File: config.mk
export PLATFORM = sky130hd
export DESIGN_NAME = if_stage_resp
export DESIGN_NICKNAME = d
export VERILOG_FILES = /design/src/rtl/if_pkg.sv /design/src/rtl/fetch_fifo.sv /design/src/rtl/if_stage_resp.sv
export SDC_FILE = /design/constraint.sdc
export NUM_CORES = 1
export LEC_CHECK = 0
export BUFFER_PORTS_ARGS = -buffer_cell sky130_fd_sc_hd__clkbuf_2
export CORE_MARGIN = 3
export CORE_UTILIZATION = 50
export DETAILED_ROUTE_END_ITERATION = 6
export PLACE_DENSITY_LB_ADDON = 0.25
export SYNTH_ARGS = -nofsm -noshare
export SYNTH_HDL_FRONTEND = slang
export SYNTH_SLANG_ARGS = --single-unit
File: constraint.sdc
create_clock -name clk_i -period 3.1 [get_ports clk_i]
set_input_delay 0 -clock clk_i [delete_from_list [all_inputs] [get_ports clk_i]]
set_output_delay 0 -clock clk_i [all_outputs]
set_load 0.01 [all_outputs]
File: src/rtl/if_pkg.sv
// Shared types and widths for the fetch response path.
//   ADDR_W / DATA_W : fetch address and instruction word widths
//   fetch_entry_t   : one buffered response {addr, rdata, err} handed to decode
package if_pkg;

  localparam int unsigned ADDR_W = 32;
  localparam int unsigned DATA_W = 32;

  typedef struct packed {
    logic [ADDR_W-1:0] addr;
    logic [DATA_W-1:0] rdata;
    logic              err;
  } fetch_entry_t;

endpackage

File: src/rtl/fetch_fifo.sv
// Small in-order FIFO with synchronous clear, used both for buffered
// responses and for the queue of in-flight request addresses.
//   clk, rst_n     : clock, asynchronous active-low reset
//   flush          : clear contents; a push in the same cycle lands after the clear
//   push/push_data : write one entry
//   pop            : remove head entry (ignored when empty or flushing)
//   head           : current head entry
//   full/empty     : occupancy flags
//   count          : number of stored entries
module fetch_fifo #(
  parameter int unsigned DEPTH = 2,
  parameter type T = logic [31:0],
  localparam int unsigned CW = $clog2(DEPTH + 1)
) (
  input  logic          clk,
  input  logic          rst_n,
  input  logic          flush,
  input  logic          push,
  input  T              push_data,
  input  logic          pop,
  output T              head,
  output logic          full,
  output logic          empty,
  output logic [CW-1:0] count
);

  localparam int unsigned PW = (DEPTH > 1) ? $clog2(DEPTH) : 1;
  localparam logic [PW-1:0] LAST = PW'(DEPTH - 1);

  T              mem [DEPTH];
  logic [PW-1:0] wr_ptr;
  logic [PW-1:0] rd_ptr;
  logic [PW-1:0] wr_base;
  logic [PW-1:0] rd_base;
  logic [CW-1:0] cnt_base;
  logic          do_push;
  logic          do_pop;

  // Explicit wrap so non-power-of-2 depths work.
  function automatic logic [PW-1:0] nxt(input logic [PW-1:0] p);
    return (p == LAST) ? '0 : p + PW'(1);
  endfunction

  assign empty = (count == '0);
  assign full  = (count == CW'(DEPTH));
  assign head  = mem[rd_ptr];

  // A flush acts as an empty FIFO for this cycle's push.
  assign wr_base  = flush ? '0 : wr_ptr;
  assign rd_base  = flush ? '0 : rd_ptr;
  assign cnt_base = flush ? '0 : count;
  assign do_pop   = pop && !empty && !flush;
  assign do_push  = push && (flush || !full || do_pop);

  always_ff @(posedge clk or negedge rst_n) begin
    if (!rst_n) begin
      wr_ptr <= '0;
      rd_ptr <= '0;
      count  <= '0;
      for (int unsigned i = 0; i < DEPTH; i++) begin
        mem[i] <= '0;
      end
    end else begin
      if (do_push) begin
        mem[wr_base] <= push_data;
      end
      wr_ptr <= do_push ? nxt(wr_base) : wr_base;
      rd_ptr <= do_pop ? nxt(rd_ptr) : rd_base;
      count  <= cnt_base + CW'(do_push) - CW'(do_pop);
    end
  end

endmodule

File: src/rtl/if_stage_resp.sv
// Fetch-side receiver of instruction-memory responses. Pairs each returned
// word with the address of its request, buffers entries in order for decode,
// throttles new requests and drops responses that belong to a flushed stream.
//   clk_i, rst_ni        : clock, asynchronous active-low reset
//   req_issued_i/addr_i  : request accepted by memory, and its address
//   req_allowed_o        : fetch may issue a request this cycle
//   instr_rvalid_i/rdata_i/err_i : memory response
//   flush_i              : PC redirect, drop buffered and in-flight instructions
//   instr_valid_o/ready_i, instr_addr_o/rdata_o/err_o : decode-side head entry
//   spurious_o           : pulse after a response arrived with nothing outstanding
module if_stage_resp
  import if_pkg::*;
#(
  parameter int unsigned DEPTH           = 2,
  parameter int unsigned MAX_OUTSTANDING = 2
) (
  input  logic              clk_i,
  input  logic              rst_ni,
  input  logic              req_issued_i,
  input  logic [ADDR_W-1:0] req_addr_i,
  output logic              req_allowed_o,
  input  logic              instr_rvalid_i,
  input  logic [DATA_W-1:0] instr_rdata_i,
  input  logic              instr_err_i,
  input  logic              flush_i,
  output logic              instr_valid_o,
  input  logic              instr_ready_i,
  output logic [ADDR_W-1:0] instr_addr_o,
  output logic [DATA_W-1:0] instr_rdata_o,
  output logic              instr_err_o,
  output logic              spurious_o
);

  localparam int unsigned OW = $clog2(MAX_OUTSTANDING + 1);
  localparam int unsigned CW = $clog2(DEPTH + 1);

  logic [OW-1:0]     outst_q;
  logic [OW-1:0]     discard_q;
  logic              spurious_q;

  logic              rv_counted;
  logic              rv_spurious;
  logic              rv_accept;

  fetch_entry_t      rf_in;
  fetch_entry_t      rf_head;
  logic              rf_pop;
  logic              rf_full;
  logic              rf_empty;
  logic [CW-1:0]     rf_count;

  logic [ADDR_W-1:0] aq_head;
  logic              aq_full;
  logic              aq_empty;
  logic [OW-1:0]     aq_count;

  logic              unused_ok;

  // outst_q counts every in-flight request, including ones to be discarded,
  // so a response with outst_q==0 cannot belong to any request.
  assign rv_counted  = instr_rvalid_i && (outst_q != '0);
  assign rv_spurious = instr_rvalid_i && (outst_q == '0);
  assign rv_accept   = rv_counted && (discard_q == '0) && !flush_i && !aq_empty;

  always_comb begin
    rf_in       = '0;
    rf_in.addr  = aq_head;
    rf_in.rdata = instr_rdata_i;
    rf_in.err   = instr_err_i;
  end

  fetch_fifo #(
    .DEPTH (MAX_OUTSTANDING),
    .T     (logic [ADDR_W-1:0])
  ) u_addr_q (
    .clk       (clk_i),
    .rst_n     (rst_ni),
    .flush     (flush_i),
    .push      (req_issued_i),
    .push_data (req_addr_i),
    .pop       (rv_accept),
    .head      (aq_head),
    .full      (aq_full),
    .empty     (aq_empty),
    .count     (aq_count)
  );

  fetch_fifo #(
    .DEPTH (DEPTH),
    .T     (fetch_entry_t)
  ) u_resp_fifo (
    .clk       (clk_i),
    .rst_n     (rst_ni),
    .flush     (flush_i),
    .push      (rv_accept),
    .push_data (rf_in),
    .pop       (rf_pop),
    .head      (rf_head),
    .full      (rf_full),
    .empty     (rf_empty),
    .count     (rf_count)
  );

  assign instr_valid_o = !rf_empty && !flush_i;
  assign rf_pop        = instr_valid_o && instr_ready_i;
  assign instr_addr_o  = rf_head.addr;
  assign instr_rdata_o = rf_head.rdata;
  assign instr_err_o   = rf_head.err;
  assign spurious_o    = spurious_q;

  // Reserving a FIFO slot per outstanding request means a response push
  // never meets a full FIFO without a pop in the same cycle.
  assign req_allowed_o = ((32'(outst_q) + 32'(rf_count)) < DEPTH) &&
                         (32'(outst_q) < MAX_OUTSTANDING) && !aq_full;

  assign unused_ok = ^{rf_full, aq_count};

  always_ff @(posedge clk_i or negedge rst_ni) begin
    if (!rst_ni) begin
      outst_q    <= '0;
      discard_q  <= '0;
      spurious_q <= 1'b0;
    end else begin
      outst_q    <= outst_q + OW'(req_issued_i) - OW'(rv_counted);
      spurious_q <= rv_spurious;
      // Everything in flight at the redirect is stale; a request issued in
      // the flush cycle is not part of outst_q yet and so stays live.
      if (flush_i) begin
        discard_q <= outst_q - OW'(rv_counted);
      end else if (rv_counted && (discard_q != '0)) begin
        discard_q <= discard_q - OW'(1);
      end
    end
  end

endmodule

==> metrics.txt, run 1 <==
status=finished clean; Finish-stage setup viols=0; commonest cells after routing, fill and taps aside=dfrtp_1, mux2_2, clkbuf_2, dlygate4sd3_1, nor2_1; Seq/Total Area, Yosys=57.9%; worst vdd ir=0.000546 V; Cells after Synth=665; Hold Path Class=in -> async; WP data required=3520 ps; post-synthesis register bit count=207; finished layout cell area=11300 um2; I/O pins=139; WL final=18800 um; CTS root buffer=clkbuf_16; clock latency on the worst-skew pair=490 ps; warnings from Yosys=0; routed len/inst=17.0 um; commonest non-fill, non-tap cell in the layout=dfrtp_1; first-pass GRT wire length=31600 um; CTS clk-pin slew, worst paths=60 ps; GPL Wtd Cong=0.838; Setup Buffers After CTS=0; Synth Area per Inst=13.5 um2; Leak=5.24 nW; Post-DRT Antenna Nets=0; Max FO, Critical Path=58; htree depth=1; vias in the first global route=6392; ANT cells=0; Pre-Repair DR Iteration Count=4; area post-placement=9890 um2; grt total ovfl=0; die height=140 um; fin worst setup slack=498 ps; CP cell instances=inv_1 > ha_1 > nor4b_4 > o31a_1 > ha_4 > buf_12 > nor2_1 > a21oi_1; Crit path largest cell delay=580 ps; share of cells above drive strength 1=44.0%; vias per inst=5.24; Total Routing Usage GR=19.5%; Final Skew=7.52 ps; Place WS=526 ps; Yosys top cell by area=dfrtp_1; max-slew violations=0; worst setup path class=reg -> reg; Worst Tran Pin Value=1090 ps; initial DRC count=219; Rows=48; Post-Route Utilization=64.9%; fin crit period=2600 ps; CTS buffer count=22; top-area cell type share of the netlist area=57.9%; Die Width=140 um; CTS tree=yes; starting density of the core=51.4%; Power, Total=10.3 mW; CP endpoint kind=flop; pwr/cell area=914 nW/um2; clock sink count=207; number of port buffers=138; RSZ-0062 raised after global routing=false; initial antenna violation count=0; hold_ws=70.7 ps; Area growth syn-to-layout=26.4%; Post-Syn Area=8950 um2; Cells after DPL=996; Synth Net Count=749; Worst path slowest cell=ha_4; core area=17400 um2; post-DP HPWL=12000 um; setup TNS=0 ps; Data arrival, critical path=3020 ps; Layout Nets=950; Slew headroom=27.0%; final std cells w/o fill=1106; Max clock buf depth=3; largest net degree at the start of global routing=93; top achievable clock speed=0.384 GHz; Worst setup SP type=flop; die area=19500 um2; Final Hold Viols=0; DR vias=5797; period utilisation layout=83.9%; fill cell count=1331; max-cap viol count=0; Netlist cell types=34; top cells by area, synth=dfrtp_1, mux2_2, mux2i_1, a21oi_1, nor2_1; DRC Markers=0
## timing repair
item / 4_1_cts / 5_1_grt
gates resized for setup: 0 / 0
endpoints found under the setup margin: 0 / 0
endpoints found under the hold margin: 204 / 0
hold buffers: 71 / 0
## sequential cells by signal, summed over array words and instances, names as in the netlist, 2 cells and up
register	flops
discard_q	2
u_resp_fifo.count	2
u_resp_fifo.mem	130
u_addr_q.mem	64
outst_q	2
u_addr_q.count	2
## Yosys cell counts
| library cell | count |
|---|---|
| a21oi_1 | 65 |
| a31oi_1 | 1 |
| and2_2 | 1 |
| and2_4 | 1 |
| and2b_2 | 1 |
| and3_1 | 1 |
| buf_1 | 1 |
| buf_2 | 26 |
| buf_4 | 3 |
| buf_6 | 1 |
| clkbuf_1 | 10 |
| clkinv_1 | 1 |
| dfrtp_1 | 207 |
| fa_1 | 1 |
| ha_1 | 12 |
| inv_1 | 13 |
| mux2_1 | 4 |
| mux2_2 | 192 |
| mux2i_1 | 33 |
| nand2_1 | 7 |
| nand2b_1 | 1 |
| nand3_1 | 1 |
| nor2_1 | 66 |
| nor4b_4 | 1 |
| o211ai_1 | 2 |
| o21ai_0 | 1 |
| o21ai_2 | 1 |
| o21ba_4 | 1 |
| o31a_1 | 1 |
| o31a_2 | 1 |
| or3_1 | 1 |
| or4_1 | 1 |
| xnor2_1 | 5 |
| xor2_1 | 1 |
## layout make-up
class	count	area, um2	share of cell area (%)
Timing Repair Buffer	218	1540	13.6
Clock inverter	7	40.0	0.354
Multi-Input combinational cell	403	3540	31.3
Sequential cell	207	5180	45.8
Tap cell	225	282	2.49
Inverter	14	52.6	0.465
Clock buffer	32	669	5.92
## critical path, delay by kind of cell (launching register included)
family / cells / cell delay (ps)
compound gates: 2 / 500
simple gates: 2 / 400
buf+inv: 2 / 380
flops: 1 / 390
fa+ha+maj: 2 / 800
## routing by layer
| layer | vias to the layer above | track usage, % | wire length (um) |
|---|---|---|---|
| met2 | 140 | 35.5 | 9540 |
| met5 | - | 0 | 0 |
| li1 | 2711 | - | - |
| met4 | 0 | 4.90 | 498 |
| met1 | 2917 | 24.4 | 8070 |
| met3 | 29 | 2.96 | 742 |
## where the power goes
| group | total [mW] | switching, mW | internal (mW) | leakage (nW) |
|---|---|---|---|---|
| logic | 3.48 | 1.61 | 1.87 | 2.30 |
| clock network | 2.50 | 1.01 | 1.49 | 0.350 |
| registers | 4.36 | 0.627 | 3.73 | 2.59 |
## final timing paths
check,slack (ps),to,cells past startpoint,startpoint
setup reg to reg,500,u_resp_fifo.mem[128]$_DFFE_PN0P_,8,discard_q[0]$_DFFE_PN0P_
hold reg to reg,490,u_addr_q.mem[10]$_DFFE_PN0P_,1,u_addr_q.mem[10]$_DFFE_PN0P_
setup / recovery,500,u_resp_fifo.mem[128]$_DFFE_PN0P_,8,discard_q[0]$_DFFE_PN0P_
hold / removal,70,u_resp_fifo.mem[69]$_DFFE_PN0P_,2,rst_ni
min in group clk_i,280,u_addr_q.mem[50]$_DFFE_PN0P_,3,req_addr_i[18]
max in group asynchronous,1980,u_addr_q.mem[26]$_DFFE_PN0P_,3,rst_ni
## cell families after synthesis
logic type,Yosys count,synth area share [%]
fa+ha+maj,13,1.90
flops,207,57.9
compound gates,73,4.42
mux,229,28.4
xor+xnor,6,0.587
buf+inv,55,2.88
simple gates,82,3.96
(Power assumes the default switching activity.)
==> run 2, diff against run 1 <==
--- a/config.mk
+++ b/config.mk
@@ -5,6 +5,7 @@
 export SDC_FILE = /design/constraint.sdc
 export NUM_CORES = 1
 export LEC_CHECK = 0
+export ABC_AREA = 1
 export BUFFER_PORTS_ARGS = -buffer_cell sky130_fd_sc_hd__clkbuf_2
 export CORE_MARGIN = 3
 export CORE_UTILIZATION = 50
==> constraint.sdc (replaced) <==
create_clock -name clk_i -period 2.28 [get_ports clk_i]
set_input_delay 0 -clock clk_i [delete_from_list [all_inputs] [get_ports clk_i]]
set_output_delay 0 -clock clk_i [all_outputs]
set_load 0.01 [all_outputs]
==> metrics.txt, run 2 <==
vias in the first global route=6949 (was 6392); area post-placement=9990 um2 (was 9890 um2); die height=141 um (was 140 um); post-synthesis register bit count=207 (unchanged); CP cell instances=inv_1 > ha_1 > nand2_1 > nor2_1 > nand2_1 > a21boi_1 > ha_2 > buf_12 > mux2_2 (was inv_1 > ha_1 > nor4b_4 > o31a_1 > ha_4 > buf_12 > nor2_1 > a21oi_1); Largest regs=u_resp_fifo.mem x130, u_addr_q.mem x64 (unchanged); Netlist cell types=27 (was 34); Leak=5.76 nW (was 5.24 nW); routed len/inst=13.9 um (was 17.0 um); Logic pwr share=32.2% (was 33.6%); Seq/Total Area, Yosys=56.9% (was 57.9%); top cells by area, synth=dfrtp_1, nand2_1, o21ai_0, mux2_2, inv_1 (was dfrtp_1, mux2_2, mux2i_1, a21oi_1, nor2_1); Crit path largest cell delay=380 ps (was 580 ps); initial DRC count=422 (was 219); Die Width=141 um (was 140 um); Primary FF master, synth=dfrtp_1 (unchanged); worst setup path class=reg -> reg (unchanged); Sw Pwr=4.71 mW (was 3.25 mW); first-pass GRT wire length=34400 um (was 31600 um); Synth Net Count=1117 (was 749); most frequent cell after synthesis=nand2_1 (was dfrtp_1); Post-Syn Area=9100 um2 (was 8950 um2); max-cap viol count=0 (unchanged); CP endpoint kind=flop (unchanged); top-area cell type share of the netlist area=56.9% (was 57.9%); Max clock buf depth=3 (unchanged); DRC Markers=0 (unchanged); Yosys top cell by area=dfrtp_1 (unchanged); top achievable clock speed=0.485 GHz (was 0.384 GHz); commonest cells in the netlist=nand2_1, dfrtp_1, o21ai_0 (was dfrtp_1, mux2_2, nor2_1); ANT cells=0 (unchanged); post-DP HPWL=12300 um (was 12000 um); grt total ovfl=0 (unchanged); internal power=9.05 mW (was 7.09 mW); I/O pins=139 (unchanged); GPL Wtd Cong=0.838 (about the same); Power, Total=13.8 mW (was 10.3 mW); Worst Tran Pin Value=612 ps (was 1090 ps); Final Skew=15.1 ps (was 7.52 ps); clock sink count=207 (unchanged); max FFs per register=130 (unchanged); Pre-Repair DR Iteration Count=4 (unchanged); Finish-stage setup viols=0 (unchanged); Layout Nets=1310 (was 950); period utilisation layout=90.5% (was 83.9%); number of synthesized flops with an enable pin=0 (unchanged); Hold Path Class=in -> async (unchanged); Final Hold Viols=0 (unchanged); commonest non-fill, non-tap cell in the layout=nand2_1 (was dfrtp_1); DR vias=7199 (was 5797); WP data required=2650 ps (was 3520 ps); Rows=48 (unchanged); pwr/cell area=1200 nW/um2 (was 914 nW/um2); worst vdd ir=0.000712 V (was 0.000546 V); Cells after DPL=1355 (was 996); die area=19900 um2 (was 19500 um2); share of cells above drive strength 1=19.4% (was 44.0%); largest net degree at the start of global routing=75 (was 93); hold_ws=79.1 ps (was 70.7 ps); clock latency on the worst-skew pair=500 ps (was 490 ps); Slew headroom=59.2% (was 27.0%); Area growth syn-to-layout=25.8% (was 26.4%); cts repair resizes=0 (unchanged); vias per inst=4.91 (was 5.24); Max FO, Critical Path=32 (was 58); Synth Area per Inst=8.81 um2 (was 13.5 um2); CTS root buffer=clkbuf_16 (unchanged); core area=17500 um2 (was 17400 um2); Place WS=224 ps (was 526 ps); final std cells w/o fill=1465 (was 1106); Post-Route Utilization=65.3% (was 64.9%); status=finished clean (unchanged); commonest cells after routing, fill and taps aside=nand2_1, dfrtp_1, o21ai_0, clkbuf_2, inv_1 (was dfrtp_1, mux2_2, clkbuf_2, dlygate4sd3_1, nor2_1); Total Routing Usage GR=20.8% (was 19.5%); number of port buffers=138 (unchanged); starting density of the core=51.9% (was 51.4%); Most flops, register=u_resp_fifo.mem (unchanged); ys async rst share=100% (unchanged); RSZ-0062 raised after global routing=false (unchanged); WL final=20300 um (was 18800 um); Cells after Synth=1033 (was 665); Worst setup SP type=flop (unchanged); CTS buffer count=23 (was 22); setup TNS=0 ps (unchanged); CTS clk-pin slew, worst paths=60 ps (about the same); CTS tree=yes (unchanged); Post-DRT Antenna Nets=0 (unchanged); finished layout cell area=11500 um2 (was 11300 um2); htree depth=1 (unchanged); fin crit period=2060 ps (was 2600 ps); Worst path slowest cell=dfrtp_1 (was ha_4); initial antenna violation count=0 (unchanged); warnings from Yosys=0 (unchanged); max-slew violations=0 (unchanged); Sw Share=34.2% (was 31.4%); Sequential Power Share=41.1% (was 42.2%); fin worst setup slack=217 ps (was 498 ps); clock power share=26.7% (was 24.2%); Crit path top cell by count=nand2_1; Data arrival, critical path=2440 ps (was 3020 ps)
-- run 2: path summary, 6_finish.rpt --
kind	cells after the start	startpoint	slack, ps	end
max in group asynchronous	3	rst_ni	1390	u_resp_fifo.mem[118]$_DFFE_PN0P_
worst max register to register	9	discard_q[0]$_DFFE_PN0P_	220	u_addr_q.mem[60]$_DFFE_PN0P_
worst max-delay path	9	discard_q[0]$_DFFE_PN0P_	220	u_addr_q.mem[60]$_DFFE_PN0P_
worst min-delay path	2	rst_ni	80	u_resp_fifo.mem[74]$_DFFE_PN0P_
worst min register to register	2	u_resp_fifo.mem[11]$_DFFE_PN0P_	470	u_resp_fifo.mem[11]$_DFFE_PN0P_
min in group clk_i	4	req_addr_i[14]	250	u_addr_q.mem[14]$_DFFE_PN0P_
-- run 2: repair_timing --
| item | 4_1_cts | 5_1_grt |
|---|---|---|
| hold buffers | 71 | 0 |
| hold endpoints to repair | 231 | 0 |
| setup endpoints to repair | 0 | 0 |
| buffers inserted | 0 | 0 |
-- run 2: power by group through the flow --
| stage | sequential, mW | combinational (mW) | clock [mW] |
|---|---|---|---|
| global route | 5.80 | 5.08 | 3.92 |
| global placement | 5.64 | 4.25 | 0 |
| finish | 5.65 | 4.43 | 3.68 |
| floorplan | 5.54 | 2.92 | 0 |
| CTS | 5.65 | 4.49 | 3.74 |
| detailed placement | 5.70 | 4.36 | 0 |
-- run 2: kinds of logic (layout without fill, tap and decap cells) --
group | after synthesis | count (layout) | synth area share (%)
AO/OA/AOI/OAI | 197 | 197 | 11.4
XOR/XNOR | 5 | 5 | 0.481
adder cells (fa/ha/maj) | 13 | 13 | 1.87
buffers and inverters | 147 | 354 | 7.45
flip-flops | 207 | 207 | 56.9
multiplexers | 32 | 32 | 3.96
AND/OR/NAND/NOR | 432 | 432 | 18.0
-- run 2: routing by layer --
| metal | up-vias | global-route usage, % | share of wire, % |
|---|---|---|---|
| li1 | 3629 | - | - |
| met1 | 3385 | 29.4 | 46 |
| met2 | 159 | 34.2 | 47 |
| met3 | 26 | 3.29 | 5.0 |
| met4 | 0 | 4.28 | 1.8 |
| met5 | - | 0 | 0 |
-- run 2: final cells by class --
| type | instances | area, um2 |
|---|---|---|
| clock buffer | 34 | 667 |
| sequential | 207 | 5180 |
| tap | 225 | 282 |
| timing repair buffer | 228 | 1650 |
| fill | 1446 | 6090 |
| clock inverter | 5 | 82.6 |
| inverter | 87 | 329 |
| multi-input combinational | 679 | 3250 |
-- run 2: worst max-delay path, delay by kind of cell, from the launching register on --
kind / cells / cell delay (ps)
mux: 1 / 360
flops: 1 / 380
simple gates: 3 / 290
buf+inv: 2 / 290
fa+ha+maj: 2 / 390
compound gates: 1 / 200
==> run 3, diff against run 2 <==
--- a/config.mk
+++ b/config.mk
@@ -9,6 +9,7 @@
 export BUFFER_PORTS_ARGS = -buffer_cell sky130_fd_sc_hd__clkbuf_2
 export CORE_MARGIN = 3
 export CORE_UTILIZATION = 50
+export CTS_BUF_LIST = sky130_fd_sc_hd__clkbuf_8
 export DETAILED_ROUTE_END_ITERATION = 6
 export PLACE_DENSITY_LB_ADDON = 0.25
 export SYNTH_ARGS = -nofsm -noshare
==> metrics.txt, run 3 (synthesized netlist as in run 2, its figures left out) <==
Total Routing Usage GR=20.9% (was 20.8%); Pre-Repair DR Iteration Count=5 (was 4); Critical R2R Launch=discard_q[0]$_DFFE_PN0P_ (unchanged); CTS clk-pin slew, worst paths=60 ps (about the same); post-DP HPWL=12300 um (unchanged); clock latency on the worst-skew pair=510 ps (was 500 ps); htree depth=2 (was 1); Max FO, Critical Path=32 (unchanged); Leak=5.78 nW (was 5.76 nW); initial antenna violation count=0 (unchanged); Data arrival, critical path=2450 ps (was 2440 ps); Worst Tran Pin Value=615 ps (was 612 ps); CP cell instances=inv_1 > ha_1 > nand2_1 > nor2_1 > nand2_1 > a21boi_1 > ha_2 > buf_12 > mux2_2 (unchanged); Rows=48 (unchanged); DR vias=7283 (was 7199); top achievable clock speed=0.484 GHz (was 0.485 GHz); worst vdd ir=0.000734 V (was 0.000712 V); CP endpoint kind=flop (unchanged); commonest cells after routing, fill and taps aside=nand2_1, dfrtp_1, o21ai_0, clkbuf_2, inv_1 (unchanged); GPL Wtd Cong=0.838 (unchanged); Max clock buf depth=3 (unchanged); number of port buffers=138 (unchanged); CTS tree=yes (unchanged); core area=17500 um2 (unchanged); max-cap viol count=0 (unchanged); WP buf/inv=2 (unchanged); Reg2Reg Depth=9 (unchanged); vias in the first global route=6971 (was 6949); Slew headroom=59.0% (was 59.2%); grt total ovfl=0 (unchanged); DRC Markers=0 (unchanged); pwr/cell area=1160 nW/um2 (was 1200 nW/um2); ANT cells=0 (unchanged); R2R Path End=u_addr_q.mem[59]$_DFFE_PN0P_ (was u_addr_q.mem[60]$_DFFE_PN0P_); Worst setup SP type=flop (unchanged); Post-Route Utilization=64.7% (was 65.3%); Setup Buffers After CTS=0 (unchanged); setup TNS=0 ps (unchanged); WL final=20300 um (about the same); Most flops, register=u_resp_fifo.mem (unchanged); worst setup path class=reg -> reg (unchanged); I/O pins=139 (unchanged); share of cells above drive strength 1=20.1% (was 19.4%); r2r setup slk=210 ps (was 220 ps); starting density of the core=51.9% (unchanged); first-pass GRT wire length=34200 um (was 34400 um); RSZ-0062 raised after global routing=false (unchanged); Area growth syn-to-layout=24.6% (was 25.8%); register area=5180 um2 (unchanged); fin crit period=2070 ps (was 2060 ps); Die Width=141 um (unchanged); Crit path largest cell delay=380 ps (about the same); die area=19900 um2 (unchanged); largest net degree at the start of global routing=75 (unchanged); period utilisation layout=90.7% (was 90.5%); initial DRC count=370 (was 422); max-slew violations=0 (unchanged); routed len/inst=13.6 um (was 13.9 um); CTS buffer count=36 (was 23); Post-DRT Antenna Nets=0 (unchanged); Final Skew=5.43 ps (was 15.1 ps); Final Hold Viols=0 (unchanged); Worst path slowest cell=dfrtp_1 (unchanged); fill cell count=1499 (was 1446); area of the multi-input gates=3250 um2 (unchanged); max FFs per register=130 (unchanged); commonest non-fill, non-tap cell in the layout=nand2_1 (unchanged); status=finished clean (unchanged); CTS root buffer=clkbuf_8 (was clkbuf_16); Crit path top cell by count=nand2_1 (unchanged); Hold Path Class=in -> async (unchanged); Layout Nets=1323 (was 1310); critical path's top delay family=adder cells (unchanged); Largest regs=u_resp_fifo.mem x130, u_addr_q.mem x64 (unchanged); WP data required=2660 ps (was 2650 ps); die height=141 um (unchanged); Worst path depth=9 (unchanged); Finish-stage setup viols=0 (unchanged); vias per inst=4.90 (was 4.91); clock sink count=207 (unchanged)
## run 3: cell types whose count changed in the layout (fill, tap and decap cells not counted)
cell	delta
clkbuf_16	-23
clkbuf_1	-6
bufinv_16	-2
inv_1	+14
clkinv_2	+2
clkbuf_8	+37
clkinv_4	-1
inv_6	-1
## run 3: report_power, final
group | internal, mW | switching (mW)
logic | 1.75 | 2.67
registers | 5.06 | 0.581
clock network | 1.66 | 1.42
total | 8.47 | 4.67
## run 3: layer usage
layer  vias to the layer above  global-route usage [%]  share of wire, %
li1                       3654                       -                 -
met5                         -                       0                 0
met3                        29                    4.82               5.8
met1                      3417                    29.0                47
met4                         0                    5.81               1.7
met2                       183                    33.4                46
## run 3: how the worst max path moves through the flow
| stage | startpoint | end | slack (ps) |
|---|---|---|---|
| final | discard_q[0]$_DFFE_PN0P_ | u_addr_q.mem[59]$_DFFE_PN0P_ | 210 |
| after global routing | discard_q[0]$_DFFE_PN0P_ | u_resp_fifo.mem[13]$_DFFE_PN0P_ | 7 |
| after CTS | discard_q[0]$_DFFE_PN0P_ | u_addr_q.mem[51]$_DFFE_PN0P_ | 210 |
| after detailed placement | discard_q[0]$_DFFE_PN0P_ | u_addr_q.mem[51]$_DFFE_PN0P_ | 220 |
| after global placement | discard_q[0]$_DFFE_PN0P_ | u_addr_q.mem[53]$_DFFE_PN0P_ | 270 |
| after floorplan | discard_q[0]$_DFFE_PN0P_ | u_addr_q.mem[33]$_DFFE_PN0P_ | 320 |
## run 3: cell type report
class                      instances  area share (%)
timing repair buffer             228            14.6
sequential                       207            45.7
tap                              225            2.48
clock buffer                      42            5.09
inverter                          87            2.90
multi-input combinational        679            28.7
clock inverter                    17           0.595
## run 3: stage by stage
step	instance area (um2)	hold slack [ps]	power (mW)	setup WS (ps)	std cells
after floorplan	9100	-296	8.47	319	1033
after global placement	9990	59.6	9.89	274	1355
after detailed placement	9990	56.5	10.1	224	1355
after CTS	11300	75.9	13.3	211	1485
after global routing	11300	94.6	14.2	7.41	1485
final	11300	72.4	13.1	212	1485
## run 3: what timing repair did
action                                 4_1_cts  5_1_grt
resized for setup                            0        0
hold buffers                                71        0
endpoints found under the hold margin      304        0
